<file path="src/rtl/mem_arb_pkg.sv">
// Shared types and default widths for the round-robin memory arbiter.
package mem_arb_pkg;

  localparam int ADDR_W_DEF = 5;
  localparam int DATA_W_DEF = 8;

  typedef enum logic [1:0] {
    IDLE,
    ACCESS,
    RDWAIT
  } state_t;

  typedef struct packed {
    logic                  we;
    logic [ADDR_W_DEF-1:0] addr;
    logic [DATA_W_DEF-1:0] wdata;
  } cmd_t;

endpackage

</file>
<file path="src/rtl/mem_arbiter_rr_picker.sv">
// Combinational round-robin picker: first set request at or above ptr, wrapping.
module rr_picker #(
  parameter int NREQ  = 2,
  parameter int IDX_W = $clog2(NREQ)
) (
  input  logic [NREQ-1:0]  req,
  input  logic [IDX_W-1:0] ptr,
  output logic [NREQ-1:0]  onehot,
  output logic [IDX_W-1:0] idx
);

  logic             found;
  logic [IDX_W:0]   sum;
  logic [IDX_W-1:0] cand;

  always_comb begin
    onehot = '0;
    idx    = '0;
    found  = 1'b0;
    sum    = '0;
    cand   = '0;
    for (int i = 0; i < NREQ; i++) begin
      sum = {1'b0, ptr} + (IDX_W+1)'(i);
      if (sum >= (IDX_W+1)'(NREQ)) sum = sum - (IDX_W+1)'(NREQ);
      cand = sum[IDX_W-1:0];
      if (!found && req[cand]) begin
        found        = 1'b1;
        onehot[cand] = 1'b1;
        idx          = cand;
      end
    end
  end

endmodule

</file>
<file path="src/rtl/mem_arbiter.sv">
// Round-robin arbiter sharing one single-port memory between NREQ requesters,
// one transaction in flight: arbitrate, strobe, read-latency wait, data return.
module mem_arbiter
  import mem_arb_pkg::*;
#(
  parameter int NREQ   = 2,
  parameter int ADDR_W = ADDR_W_DEF,
  parameter int DATA_W = DATA_W_DEF,
  parameter int RD_LAT = 1
) (
  input  logic                        clk,
  input  logic                        rst,
  input  logic [NREQ-1:0]             req,
  input  logic [NREQ-1:0]             we,
  input  logic [NREQ-1:0][ADDR_W-1:0] addr,
  input  logic [NREQ-1:0][DATA_W-1:0] wdata,
  output logic [NREQ-1:0]             gnt,
  output logic [NREQ-1:0]             rvalid,
  output logic [DATA_W-1:0]           rdata,
  output logic                        busy,
  output logic                        mem_read,
  output logic                        mem_write,
  output logic [ADDR_W-1:0]           mem_addr,
  output logic [DATA_W-1:0]           mem_data_in,
  input  logic [DATA_W-1:0]           mem_data_out
);

  localparam int IDX_W = $clog2(NREQ);
  localparam int CNT_W = 2;

  state_t             state_q, state_d;
  logic [IDX_W-1:0]   ptr_q, ptr_d;
  logic [IDX_W-1:0]   win_q, win_d;
  logic               we_q, we_d;
  logic [CNT_W-1:0]   cnt_q, cnt_d;
  logic [NREQ-1:0]    gnt_q, gnt_d;
  logic [NREQ-1:0]    rvalid_q, rvalid_d;
  logic [DATA_W-1:0]  rdata_q, rdata_d;
  logic               busy_q, busy_d;
  logic               mem_read_q, mem_read_d;
  logic               mem_write_q, mem_write_d;
  logic [ADDR_W-1:0]  mem_addr_q, mem_addr_d;
  logic [DATA_W-1:0]  mem_data_in_q, mem_data_in_d;

  logic [NREQ-1:0]    pick_onehot;
  logic [IDX_W-1:0]   pick_idx;

  rr_picker #(.NREQ(NREQ), .IDX_W(IDX_W)) u_picker (
    .req    (req),
    .ptr    (ptr_q),
    .onehot (pick_onehot),
    .idx    (pick_idx)
  );

  always_comb begin
    state_d       = state_q;
    ptr_d         = ptr_q;
    win_d         = win_q;
    we_d          = we_q;
    cnt_d         = cnt_q;
    gnt_d         = '0;
    rvalid_d      = '0;
    rdata_d       = rdata_q;
    mem_read_d    = 1'b0;
    mem_write_d   = 1'b0;
    mem_addr_d    = mem_addr_q;
    mem_data_in_d = mem_data_in_q;
    unique case (state_q)
      IDLE: begin
        // Only the winner's fields are muxed out, so idle lanes never reach mem_*.
        if (req != '0) begin
          win_d         = pick_idx;
          we_d          = we[pick_idx];
          gnt_d         = pick_onehot;
          ptr_d         = (pick_idx == IDX_W'(NREQ-1)) ? '0 : pick_idx + IDX_W'(1);
          mem_write_d   = we[pick_idx];
          mem_read_d    = ~we[pick_idx];
          mem_addr_d    = addr[pick_idx];
          mem_data_in_d = wdata[pick_idx];
          state_d       = ACCESS;
        end
      end
      ACCESS: begin
        if (we_q) begin
          state_d = IDLE;
        end else begin
          state_d = RDWAIT;
          cnt_d   = CNT_W'(RD_LAT - 1);
        end
      end
      RDWAIT: begin
        if (cnt_q == '0) begin
          rdata_d         = mem_data_out;
          rvalid_d[win_q] = 1'b1;
          state_d         = IDLE;
        end else begin
          cnt_d = cnt_q - CNT_W'(1);
        end
      end
      default: state_d = IDLE;
    endcase
    busy_d = (state_d != IDLE);
  end

  always_ff @(posedge clk) begin
    if (rst) begin
      state_q       <= IDLE;
      ptr_q         <= '0;
      win_q         <= '0;
      we_q          <= 1'b0;
      cnt_q         <= '0;
      gnt_q         <= '0;
      rvalid_q      <= '0;
      rdata_q       <= '0;
      busy_q        <= 1'b0;
      mem_read_q    <= 1'b0;
      mem_write_q   <= 1'b0;
      mem_addr_q    <= '0;
      mem_data_in_q <= '0;
    end else begin
      state_q       <= state_d;
      ptr_q         <= ptr_d;
      win_q         <= win_d;
      we_q          <= we_d;
      cnt_q         <= cnt_d;
      gnt_q         <= gnt_d;
      rvalid_q      <= rvalid_d;
      rdata_q       <= rdata_d;
      busy_q        <= busy_d;
      mem_read_q    <= mem_read_d;
      mem_write_q   <= mem_write_d;
      mem_addr_q    <= mem_addr_d;
      mem_data_in_q <= mem_data_in_d;
    end
  end

  assign gnt         = gnt_q;
  assign rvalid      = rvalid_q;
  assign rdata       = rdata_q;
  assign busy        = busy_q;
  assign mem_read    = mem_read_q;
  assign mem_write   = mem_write_q;
  assign mem_addr    = mem_addr_q;
  assign mem_data_in = mem_data_in_q;

endmodule

</file>
<file path="config.mk">
export PLATFORM = sky130hd
export DESIGN_NAME = mem_arbiter
export DESIGN_NICKNAME = d
export VERILOG_FILES = /design/src/rtl/mem_arb_pkg.sv /design/src/rtl/mem_arbiter_rr_picker.sv /design/src/rtl/mem_arbiter.sv
export SDC_FILE = /design/constraint.sdc
export NUM_CORES = 1
export LEC_CHECK = 0
export ABC_AREA = 1
export CAP_MARGIN = 30
export CORE_MARGIN = 2
export CORE_UTILIZATION = 46
export CTS_BUF_LIST = sky130_fd_sc_hd__clkbuf_2 sky130_fd_sc_hd__clkbuf_4 sky130_fd_sc_hd__clkbuf_8
export CTS_CLUSTER_DIAMETER = 100
export CTS_CLUSTER_SIZE = 16
export DETAILED_ROUTE_END_ITERATION = 8
export PLACE_DENSITY = 0.9
export SYNTH_ARGS = -nofsm -noshare
export SYNTH_HDL_FRONTEND = slang
export SYNTH_SLANG_ARGS = --single-unit
</file>
<file path="constraint.sdc">
create_clock -name clk -period 3.5 [get_ports clk]
set_clock_uncertainty 0.2 [all_clocks]
set_input_delay 0.875 -clock clk [delete_from_list [all_inputs] [get_ports clk]]
set_output_delay 0.875 -clock clk [all_outputs]
set_load 0.05 [all_outputs]
</file>
* Word level (Yosys, flattened, before mapping)
Cells that the tools add are included.
Word-level totals: register bits after elaboration 35, input bits 40, output and inout port bits 28, logic and storage cells 83
Operators by class: add/subtract/negate cells 5, order comparisons 9, eq/ne operators 4, muxes and demuxes 31, bitwise operators 6, reduce and logical (&&, ||, !) cells 15
Operators with widths (count):
- two-way mux 8 bit | 2
- two-way mux 1 bit | 15
- two-way mux 2 bit | 7
- two-way mux 5 bit | 2
- < comparator 1 x 2 -> 1 bit, second input constant | 4
- case mux 2 bit (3 select lines) | 1
- nonzero test 2 bit | 3
- OR reduction 3 bit | 2
- NOT 1 bit | 5
- logical AND 1 bit | 4
- zero test 2 bit | 2
- != test 2 bit, second input constant | 2
- case mux 2 bit (2 select lines) | 1
- AND reduction 2 bit | 2
- demux 1 bit (select 1 bit) | 3
- greater-or-equal comparator 1 bit, second input constant | 3
- AND reduction 3 bit | 1
- adder 1 x 1 -> 2 bit, second input constant | 1
- == test 2 x 1 -> 1 bit, second input constant | 1
- == test 2 bit, second input constant | 1
- greater-or-equal comparator 1 x 2 -> 1 bit, second input constant | 1
- greater-or-equal comparator 2 bit, second input constant | 1
- bitwise OR 2 bit | 1
- subtractor 1 bit, second input constant | 2
- 3 further kinds | 3

* Depth between registers and ports, before layout
Gate-level depths: netlist (run 1).
depth after elaboration 11, mapped depth 8, mapped depth without buffers 8

* Modules after synthesis
From an unflattened synthesis (run 1), not the netlist that was laid out.
Unflattened totals: cell total of the unflattened synthesis 229, area, all modules 1544.0 um^2
Modules (own cells, without submodules):
- mem_arbiter | times used 1, cells an instance 224, area an instance 1515.2 um^2, seq. area each 700.7 um^2
- rr_picker | times used 1, cells an instance 5, area an instance 28.8 um^2, seq. area each 0.0 um^2

* Least setup slack after synthesis (run 1)
No wires, ideal clock.
kind input -> register, start point input port rst, end point register mem_data_in_q[0] (netlist: mem_data_in[0]), setup time 0.112 ns, arrival time 1.531 ns, required time 3.188 ns, slack 1.656 ns, stages on the path 5, buffers on the path 2, cell sequence clkbuf_2 clkinv_1 buf_2 nand2_1 nand2_1
RTL lines:
- start, declared | line mem_arbiter.sv:12 | input logic rst,
- end signal, assigned | line mem_arbiter.sv:133 | mem_data_in_q <= mem_data_in_d;
- end, declared | line mem_arbiter.sv:43 | logic [DATA_W-1:0] mem_data_in_q, mem_data_in_d;

* Worst setup path in the final report (run 1)
start point register mem_addr_q[3] (netlist: mem_addr[3]), end point output port mem_addr[3]
RTL lines:
- start, declared | line mem_arbiter.sv:42 | logic [ADDR_W-1:0] mem_addr_q, mem_addr_d;
- start signal, assigned | line mem_arbiter.sv:132 | mem_addr_q <= mem_addr_d;
- end, declared | line mem_arbiter.sv:23 | output logic [ADDR_W-1:0] mem_addr,
No word-level cell between the ends.

==> results of run 1 <==
stage by stage:
step	power (mW)	utilization [%]	hold slack, ns	cell area (um^2)	worst slack, ns
4_1_cts	1.02	73.2	0.231	2250	0.919
5_1_grt	1.07	73.2	0.269	2250	0.864
6_report	1.02	73.2	0.227	2250	0.938
2_1_floorplan	0.629	-	0.201	1490	1.66
3_5_place_dp	0.732	70.4	0.215	2170	0.734
3_3_place_gp	0.728	70.4	0.214	2170	0.842
final timing paths:
kind / startpoint / endpoint / slack [ns] / depth (start not counted)
max reg2reg: ptr_q / we_q / 1.77 / 7
min reg2reg: cnt_q[0] / cnt_q[0] / 0.23 / 1
max: mem_addr[3] / mem_addr[3] / 0.94 / 1
min: cnt_q[0] / cnt_q[0] / 0.23 / 1
placed cells by master (no fill, tap or decap), drive strengths merged:
cell / synthesis / final
bufinv: 0 / 1
dfxtp: 35 / 35
nand3: 31 / 31
clkdlybuf4s50: 0 / 67
clkbuf: 3 / 6
buf: 7 / 1
nand4: 13 / 13
nand2: 64 / 64
o21ai: 2 / 2
inv: 20 / 20
nand3b: 1 / 1
clkinv: 1 / 2
nor3: 3 / 3
ha: 2 / 2
nor2: 7 / 7
a21oi: 11 / 11
sequential cells by signal, summed over array words and instances (netlist names), 2 cells and up:
name and cells:
state_q 2, cnt_q 2, mem_data_in 8, rdata 8, mem_addr 5, gnt 2
rvalid 2
power by group:
part	internal (mW)	leakage (nW)	switching, mW
clock network	0.169	0.0482	0.125
logic	0.108	0.657	0.171
registers	0.428	0.287	0.0156
total	0.704	0.992	0.312
cell usage after synthesis, drive strengths merged:
cell type / instances / area [um^2]
a21oi: 11 / 55.1
buf: 7 / 46.3
clkbuf: 3 / 12.5
clkinv: 1 / 3.75
dfxtp: 35 / 701
ha: 2 / 25.0
inv: 20 / 75.1
nand2: 64 / 253
nand3: 31 / 155
nand3b: 1 / 7.51
nand4: 13 / 81.3
nor2: 7 / 48.8
nor3: 3 / 15.0
o21ai: 2 / 13.8
logic make-up after synthesis:
family | synth area share, %
AOI/OAI and AO/OA | 4.61
adders and majority gates | 1.68
buffers and inverters | 9.22
DFF | 46.9
and+or+nand+nor | 37.6
metal layers:
layer	wire length [um]	global-route usage, %	vias up	part of all wire [%]
met5	0	0	-	0
met4	34	8.70	0	0.95
met3	183	6.40	2	5.1
met2	1840	34.9	48	51
met1	1530	25.1	686	43
li1	-	-	783	-
area by class of cell:
cell class                 instances  area share (%)
sequential                        35            31.1
timing repair buffer              68            30.1
clock inverter                     2            1.55
multi-input combinational        134            29.0
inverter                          21            3.50
tap                               44            2.44
clock buffer                       6            2.28
==> impl_results.md, run 1 <==
* Status: complete, no violations
* Grt total ovfl at 0
* Least-Margin Pin Slew at 0.520 ns
* Fin. Hold Viols at 0
* Multi-input gate area at 654 um^2
* Clock-pin slew on the worst setup and hold paths at 0.10 ns
* Inst Count DP at 302
* Critical Path Source Type: register
* Sequential area share after synthesis at 46.9%
* CTS tree: done
* Clock Tree Buf Depth at 2
* Post-DP HPWL at 2670 um
* DIE AREA at 3720 um^2
* Top delay family on crit path: buffers and inverters
* DRC errors left at 0
* Worst Setup Path Type: reg2out
* Syn nets at 242
* RSZ-0062 raised after global routing: false
* GP Congestion at 0.797
* Leak at 0.992 nW
* Slew headroom at 65.2%
* NumNets Final at 307
* WP buf/inv at 1
* Mapped Area at 1490 um^2
* Synthesized area per cell at 7.46 um^2
* Final Max Slew Viols at 0
* Die width at 61.0 um
* Fillers at 261
* Drt total wl at 3580 um
* Synth unique cells at 22
* Iter 0 DRT Violations at 70
* Post-CTS Resized at 0
* Largest net degree at the start of global routing at 23
* Initial antenna violation count at 0
* Non-filler cells in the finished layout at 310
* Critical path, cell by cell: clkdlybuf4s50_1
* Core Area at 3080 um^2
* Area growth from synthesis to layout at 51.0%
* Vias in the first global route at 1332
* # IOs at 68
* CP Capture Type: output pin
* Peak Freq at 390 MHz
* Setup TNS at 0 ns
* Row cnt at 20
* H-tree lvl count at 2
* Min Tclk post-route at 2.56 ns
* CTS root buf: clkbuf_4
* Vias/cell at 4.90
* Die Y at 61.0 um
* First-pass GRT wire length at 5800 um
* Port Buffers at 67
* Flops & latches, synth at 35
* Clock sink total at 35
* Post-route ant nets at 0
* Sequential Area at 701 um^2
* DR vias at 1519
* Initial Util at 48.5%
* CTS buffer count at 5
* Drt pass-1 iters at 4
* Warnings, synthesis at 0
* Period utilization at 73.2%
* DR WL/cell at 11.6 um
* Layout cell share with drive strength beyond 1 at 6.77%
* WP data required at 2.42 ns
* Max_cap viols at 0
* IR Drop Worst-Case VDD at 0.352 mV
* GRT Util Overall at 20.9%
* Post-synthesis cell count at 200
* Slowest stage cell, crit path: clkdlybuf4s50_1
* Setup bufs post-CTS at 0
* P per Cell Area at 451 nW/um^2
* Critical path arrival at 1.49 ns
* CP max stage delay at 0.81 ns
* Hold buffer count at CTS at 0
* Worst hold path class: reg2reg
* Worst skew pair latency at 0.32 ns
* Ant diodes at 0
* Final setup viols at 0
* Crit path max fanout at 2
Power figures use the tool's default switching activity.
==> run 2, diff against run 1 <==
Settings changed: CORE_UTILIZATION 46 to 38, PLACE_DENSITY 0.9 to 0.79.
Clock period 3.5 ns to 2.2 ns, I/O delays scaled along.
==> run 2 against run 1 <==
  * Global-route usage is 2.5 points lower
  * Die area increased by 20%
  * Combinational power rose by 59%
  * Via count increased by 0.92%
  * Non-clock buffer count is 5 higher
  * Core utilization down 12 points
  * Sequential power grew 60%
  * Largest power group unchanged
==> impl_results.md, run 2 (synthesized netlist as in run 1, its figures left out) <==
* Slew headroom at 67.2% (+2.0 points)
* Slowest stage cell, crit path: clkdlybuf4s50_1
* Area growth from synthesis to layout at 52.4%
* Post-route cell area at 2270 um^2 (+0.94%)
* Min Tclk post-route at 2.14 ns
* Die Y at 66.7 um (+9.4%)
* GP Congestion at 0.789 (-0.98%)
* Iter 0 DRT Violations at 36 (-49%)
* CTS root buf: clkbuf_8
* # IOs at 68 (unchanged)
* Crit path depth at 1 (unchanged)
* Non-filler cells in the finished layout at 319 (+2.9%)
* Worst reg2reg endpoint: mem_read
* WP data required at 1.45 ns (-0.97 ns)
* Final Max Slew Viols at 0 (unchanged)
* Worst hold path class: reg2reg
* Post-Route Utilization at 61.2% (-12 points)
* Post-route ant nets at 0 (unchanged)
* Clock sink total at 35 (unchanged)
* RSZ-0062 raised after global routing: false
* GRT Util Overall at 18.5% (-2.5 points)
* DIE AREA at 4450 um^2 (+20%)
* Clock-pin slew on the worst setup and hold paths at 0.07 ns (-0.03 ns)
* DR top layer: met4
* Status: complete, no violations
* Largest net degree at the start of global routing at 19 (-17%)
* CP max stage delay at 0.79 ns (-0.02 ns)
* Top delay family on crit path: buffers and inverters
* Commonest non-fill, non-tap cell in the layout: nand2_1
* Hold Crit Depth at 1 (unchanged)
* Hold path startpoint: cnt_q[0]
* Port Buffers at 67 (unchanged)
* NumNets Final at 312 (+1.6%)
* Critical path arrival at 1.39 ns (-0.10 ns)
* Core Area at 3720 um^2 (+21%)
* Hold EP: cnt_q[0]
* Critical path, cell by cell: clkdlybuf4s50_1
* DR WL/cell at 11.6 um (+0.41%)
* H-tree lvl count at 2 (unchanged)
* IR Drop Worst-Case VDD at 0.370 mV (+5.2%)
* First-pass GRT wire length at 6240 um (+7.6%)
* Worst skew pair latency at 0.29 ns (-0.03 ns)
* Worst Setup Path Type: reg2out
* Initial Util at 40.2% (-8.3 points)
* Drt total wl at 3700 um (+3.3%)
* Leak at 1.07 nW (+7.5%)
* Die width at 66.7 um (+9.4%)
* Clock Tree Buf Depth at 2 (unchanged)
* R2R cell count at 5 (-2)
* Met2 WL at 1950 um (+6.0%)
* Least-Margin Pin Slew at 0.490 ns (-0.0298 ns)
* Vias in the first global route at 1465 (+10%)
* Final setup viols at 0 (unchanged)
* Setup bufs post-CTS at 0 (unchanged)
* Fin. Hold Viols at 0 (unchanged)
* CTS tree: done
* Setup TNS at 0 ns (unchanged)
* Initial antenna violation count at 0 (unchanged)
* CTS buffer count at 5 (unchanged)
* Inst Count DP at 311 (+3.0%)
* DR vias at 1533 (+0.92%)
* Placed cell areas at 2160 um^2 (-0.46%)
* Overall Power at 1.74 mW (+71%)
* Layout cell share with drive strength beyond 1 at 16.2% (+9.5 points)
* Row cnt at 22 (+10%)
* Grt total ovfl at 0 (unchanged)
* Most frequent cells in the layout: 61 x nand2_1, 46 x clkdlybuf4s50_1, 35 x dfxtp_1
* WP buf/inv at 1 (unchanged)
* DRC errors left at 0 (unchanged)
* Peak Freq at 468 MHz
* Critical Path Source Type: register
* Register-to-register setup slack at 0.72 ns (-1.05 ns)
* Vias/cell at 4.81 (-1.9%)
* Max_cap viols at 0 (unchanged)
* Drt pass-1 iters at 4 (unchanged)
* Met1 wire length at 1550 um (+0.98%)
* Hold buffer count at CTS at 0 (unchanged)
* Crit path max fanout at 1 (-1)
* WL met3 at 136 um (-26%)
* Post-CTS Resized at 0 (unchanged)
* Ant diodes at 0 (unchanged)
* Period utilization at 97.2%
* P per Cell Area at 765 nW/um^2 (+70%)
* CP Capture Type: output pin
* Post-DP HPWL at 2780 um (+4.0%)
* FF-to-FF Start: state_q[0]
[run 2: layout make-up]
class / count / area (um^2)
repair buffers: 73 / 663
fillers: 346 / 1440
multi-input cells: 134 / 654
flip-flops and latches: 35 / 701
inverters: 21 / 78.8
clock inverters: 2 / 35.0
clock buffers: 6 / 82.6
well taps: 48 / 60.1
[run 2: stage by stage]
stage	setup WS, ns	hold slack [ns]
floorplan	0.681	0.201
global placement	0.171	0.213
detailed placement	0.120	0.219
CTS	0.0522	0.228
global route	0.0100	0.253
finish	0.0619	0.222
[run 2: worst max-delay path by stage]
stage | startpoint | slack, ns | to
after floorplan | rst | 0.68 | mem_data_in[0]
after global placement | req[1] | 0.17 | we_q
after detailed placement | req[1] | 0.12 | we_q
after CTS | busy | 0.05 | busy
after global routing | rvalid[1] | 0.01 | rvalid[1]
final | busy | 0.06 | busy
[run 2: where the power goes]
| part | total [mW] | internal (mW) | switching [mW] |
|---|---|---|---|
| clock | 0.588 | 0.366 | 0.222 |
| combinational | 0.445 | 0.170 | 0.275 |
| sequential | 0.707 | 0.681 | 0.0260 |
| total | 1.74 | 1.22 | 0.523 |
[run 2: layer usage]
| layer | track usage [%] | up-vias |
|---|---|---|
| met3 | 3.38 | 7 |
| met4 | 7.65 | 0 |
| li1 | - | 789 |
| met2 | 33.8 | 34 |
| met5 | 0 | - |
| met1 | 20.8 | 703 |
==> run 3, diff against run 2 <==
Settings changed: ABC_AREA 1 to not set, CORE_MARGIN 2 to not set.
==> run 3 against run 2 <==
  * Setup slack got worse by 0.023 ns
  * Maximum frequency fell by 1.0%
  * Synthesized area fell by 0.50%
  * Final area fell by 1.9%
  * Via count fell by 6.1%
  * Highest routed layer unchanged
  * Clock power fell by 25%
  * Sequential cell count did not move
  * Critical endpoint is now mem_data_in[5]
  * Synthesized cell count fell by 21%
  * Critical path depth did not move
==> impl_results.md, run 3 <==
* Status: complete, no violations
* Die Y at 64.5 um (-3.2%)
* DIE AREA at 4160 um^2 (-6.4%)
* Commonest non-fill, non-tap cell in the layout: clkdlybuf4s50_1
* RSZ-0062 raised after global routing: false
* CTS root buf: clkbuf_8
* Final setup viols at 0 (unchanged)
* H-tree lvl count at 2 (unchanged)
* CP Capture Type: output pin
* Placed cell areas at 2140 um^2 (-0.99%)
* Most frequent cells in the layout: 43 x clkdlybuf4s50_1, 35 x dfxtp_1, 23 x buf_4
* Worst hold path class: reg2reg
* Critical path arrival at 1.41 ns (+0.02 ns)
* Overall Power at 1.58 mW (-9.3%)
* Worst skew pair latency at 0.28 ns (about the same)
* Largest net degree at the start of global routing at 34 (+15)
* Post-Route Utilization at 60.1% (-1.1 points)
* Synthesized area per cell at 9.34 um^2 (+25%)
* GRT Util Overall at 19.0% (+0.56 points)
* Synth Flop Type: dfxtp_1
* Layout cell share with drive strength beyond 1 at 18.2% (+2.0 points)
* Crit path max fanout at 2 (+1)
* Clock-pin slew on the worst setup and hold paths at 0.07 ns (about the same)
* Grt total ovfl at 0 (unchanged)
* Drt total wl at 3710 um (+0.11%)
* Top-area cell type share of the netlist area at 47.2% (+0.24 points)
* Syn nets at 201 (-17%)
* Critical Path Source Type: register
* Port Buffers at 67 (unchanged)
* P per Cell Area at 707 nW/um^2 (-7.6%)
* Min Tclk post-route at 2.16 ns (+0.0227 ns)
* Iter 0 DRT Violations at 140 (+290%)
* Post-route ant nets at 0 (unchanged)
* Flops & latches, synth at 35 (unchanged)
* Clock Tree Buf Depth at 2 (unchanged)
* Clock sink total at 35 (unchanged)
* Vias in the first global route at 1391 (-5.1%)
* Period utilization at 98.2% (+1.0 points)
* Warnings, synthesis at 0 (unchanged)
* Slew headroom at 60.1% (-7.1 points)
* Vias/cell at 5.27 (+9.7%)
* NumNets Final at 266 (-15%)
* # IOs at 68 (unchanged)
* Top delay family on crit path: buffers and inverters
* Setup bufs post-CTS at 0 (unchanged)
* Top post-synthesis cells by count: 35 x dfxtp_1, 15 x nand3_1, 15 x nor2_1
* WP data required at 1.45 ns (about the same)
* Hold buffer count at CTS at 0 (unchanged)
* Ant diodes at 0 (unchanged)
* Inst Count DP at 265 (-15%)
* CTS tree: done
* Initial Util at 40.0% (-0.20 points)
* Slowest stage cell, crit path: clkdlybuf4s50_1
* GP Congestion at 0.790 (about the same)
* Post-synth EDFFs at 0 (unchanged)
* Fin. Hold Viols at 0 (unchanged)
* Synth area leader: dfxtp_1
* Least-Margin Pin Slew at 0.597 ns (+0.107 ns)
* DR vias at 1439 (-6.1%)
* Drt pass-1 iters at 4 (unchanged)
* Critical path, cell by cell: clkdlybuf4s50_1
* Most common cell in the netlist: dfxtp_1
* Worst Setup Path Type: reg2out
* CP max stage delay at 0.80 ns (about the same)
* Non-filler cells in the finished layout at 273 (-14%)
* IR Drop Worst-Case VDD at 0.360 mV (-2.7%)
* DRC errors left at 0 (unchanged)
* Row cnt at 22 (unchanged)
* DR WL/cell at 13.6 um (+17%)
* Final Max Slew Viols at 0 (unchanged)
* Mapped Area at 1490 um^2 (-0.50%)
* CTS buffer count at 5 (unchanged)
* DP Worst Slack at 0.0440 ns (-0.0759 ns)
* Max_cap viols at 0 (unchanged)
* Post-synth ARST share at 0% (unchanged)
* WP buf/inv at 1 (unchanged)
* Area growth from synthesis to layout at 50.3%
* Sequential area share after synthesis at 47.2% (+0.24 points)
* Post-route cell area at 2230 um^2 (-1.9%)
* Peak Freq at 463 MHz (-1.0%)
* First-pass GRT wire length at 6190 um (-0.77%)
* Worst hold slack at 0.238 ns (+0.0155 ns)
* Setup ws final at 0.0392 ns (-0.0227 ns)
* Post-synthesis cell count at 159 (-21%)
* Setup TNS at 0 ns (unchanged)
* Core Area at 3720 um^2 (unchanged)
* Initial antenna violation count at 0 (unchanged)
* Post-CTS Resized at 0 (unchanged)
* Post-DP HPWL at 2560 um (-7.9%)
* Leak at 0.988 nW (-7.4%)
* Synth unique cells at 35 (+59%)
* Die width at 64.5 um (-3.2%)
* Top cells by area, synth: dfxtp_1 47%, mux2i_1 6.1%, a31oi_1 5.5%, nand4_1 5.5%, nand3_1 5.1%
[run 3: cell count changes after synthesis, moves of 10 or more]
cell / delta
a31oi_1: +13
o21ai_1: +10
nor2_1: +11
nand3_1: -16
nand2_1: -61
inv_1: -14
[run 3: power by group]
group	switching [mW]	internal [mW]	total [mW]
Sequential	0.0289	0.680	0.709
Combinational	0.257	0.172	0.429
Clock	0.224	0.216	0.440
Total	0.510	1.07	1.58
[run 3: layout make-up]
| class | count | area (um^2) |
|---|---|---|
| inverter | 4 | 15.0 |
| timing repair buffer | 72 | 686 |
| multi-input combinational | 106 | 687 |
| fill | 325 | 1480 |
| clock buffer | 5 | 68.8 |
| tap | 48 | 60.1 |
| sequential | 35 | 701 |
| clock inverter | 3 | 15.0 |
[run 3: cell families after synthesis]
kind of cell | count (synthesis) | synth area share (%)
AND/OR/NAND/NOR | 57 | 20.7
flip-flops | 35 | 47.2
multiplexers | 9 | 6.07
AO/OA/AOI/OAI | 38 | 17.6
buffers and inverters | 18 | 6.74
adder cells (fa/ha/maj) | 2 | 1.68
[run 3: final timing paths]
path                  startpoint             end  slack, ns  cells past startpoint
hold reg to reg            win_q       rvalid[0]       0.24                      1
setup / recovery  mem_data_in[5]  mem_data_in[5]       0.04                      1
hold / removal             win_q       rvalid[0]       0.24                      1
setup reg to reg        cnt_q[0]        rdata[3]       0.47                      5
[run 3: routing by layer]
layer	part of all wire, %	up-vias	wire length [um]	global-route usage, %
li1	-	713	-	-
met1	45	669	1680	24.4
met2	47	55	1740	30.4
met3	7.1	2	265	5.81
met4	0.54	0	20	5.83
met5	0	-	0	0
[run 3: worst reg2reg max path, delay by kind of cell (launching register included)]
kind,cells,cell delay (ns)
buffers and inverters,1,0.08
muxes,1,0.31
adders and majority gates,1,0.19
and+or+nand+nor,2,0.50
DFF,1,0.34
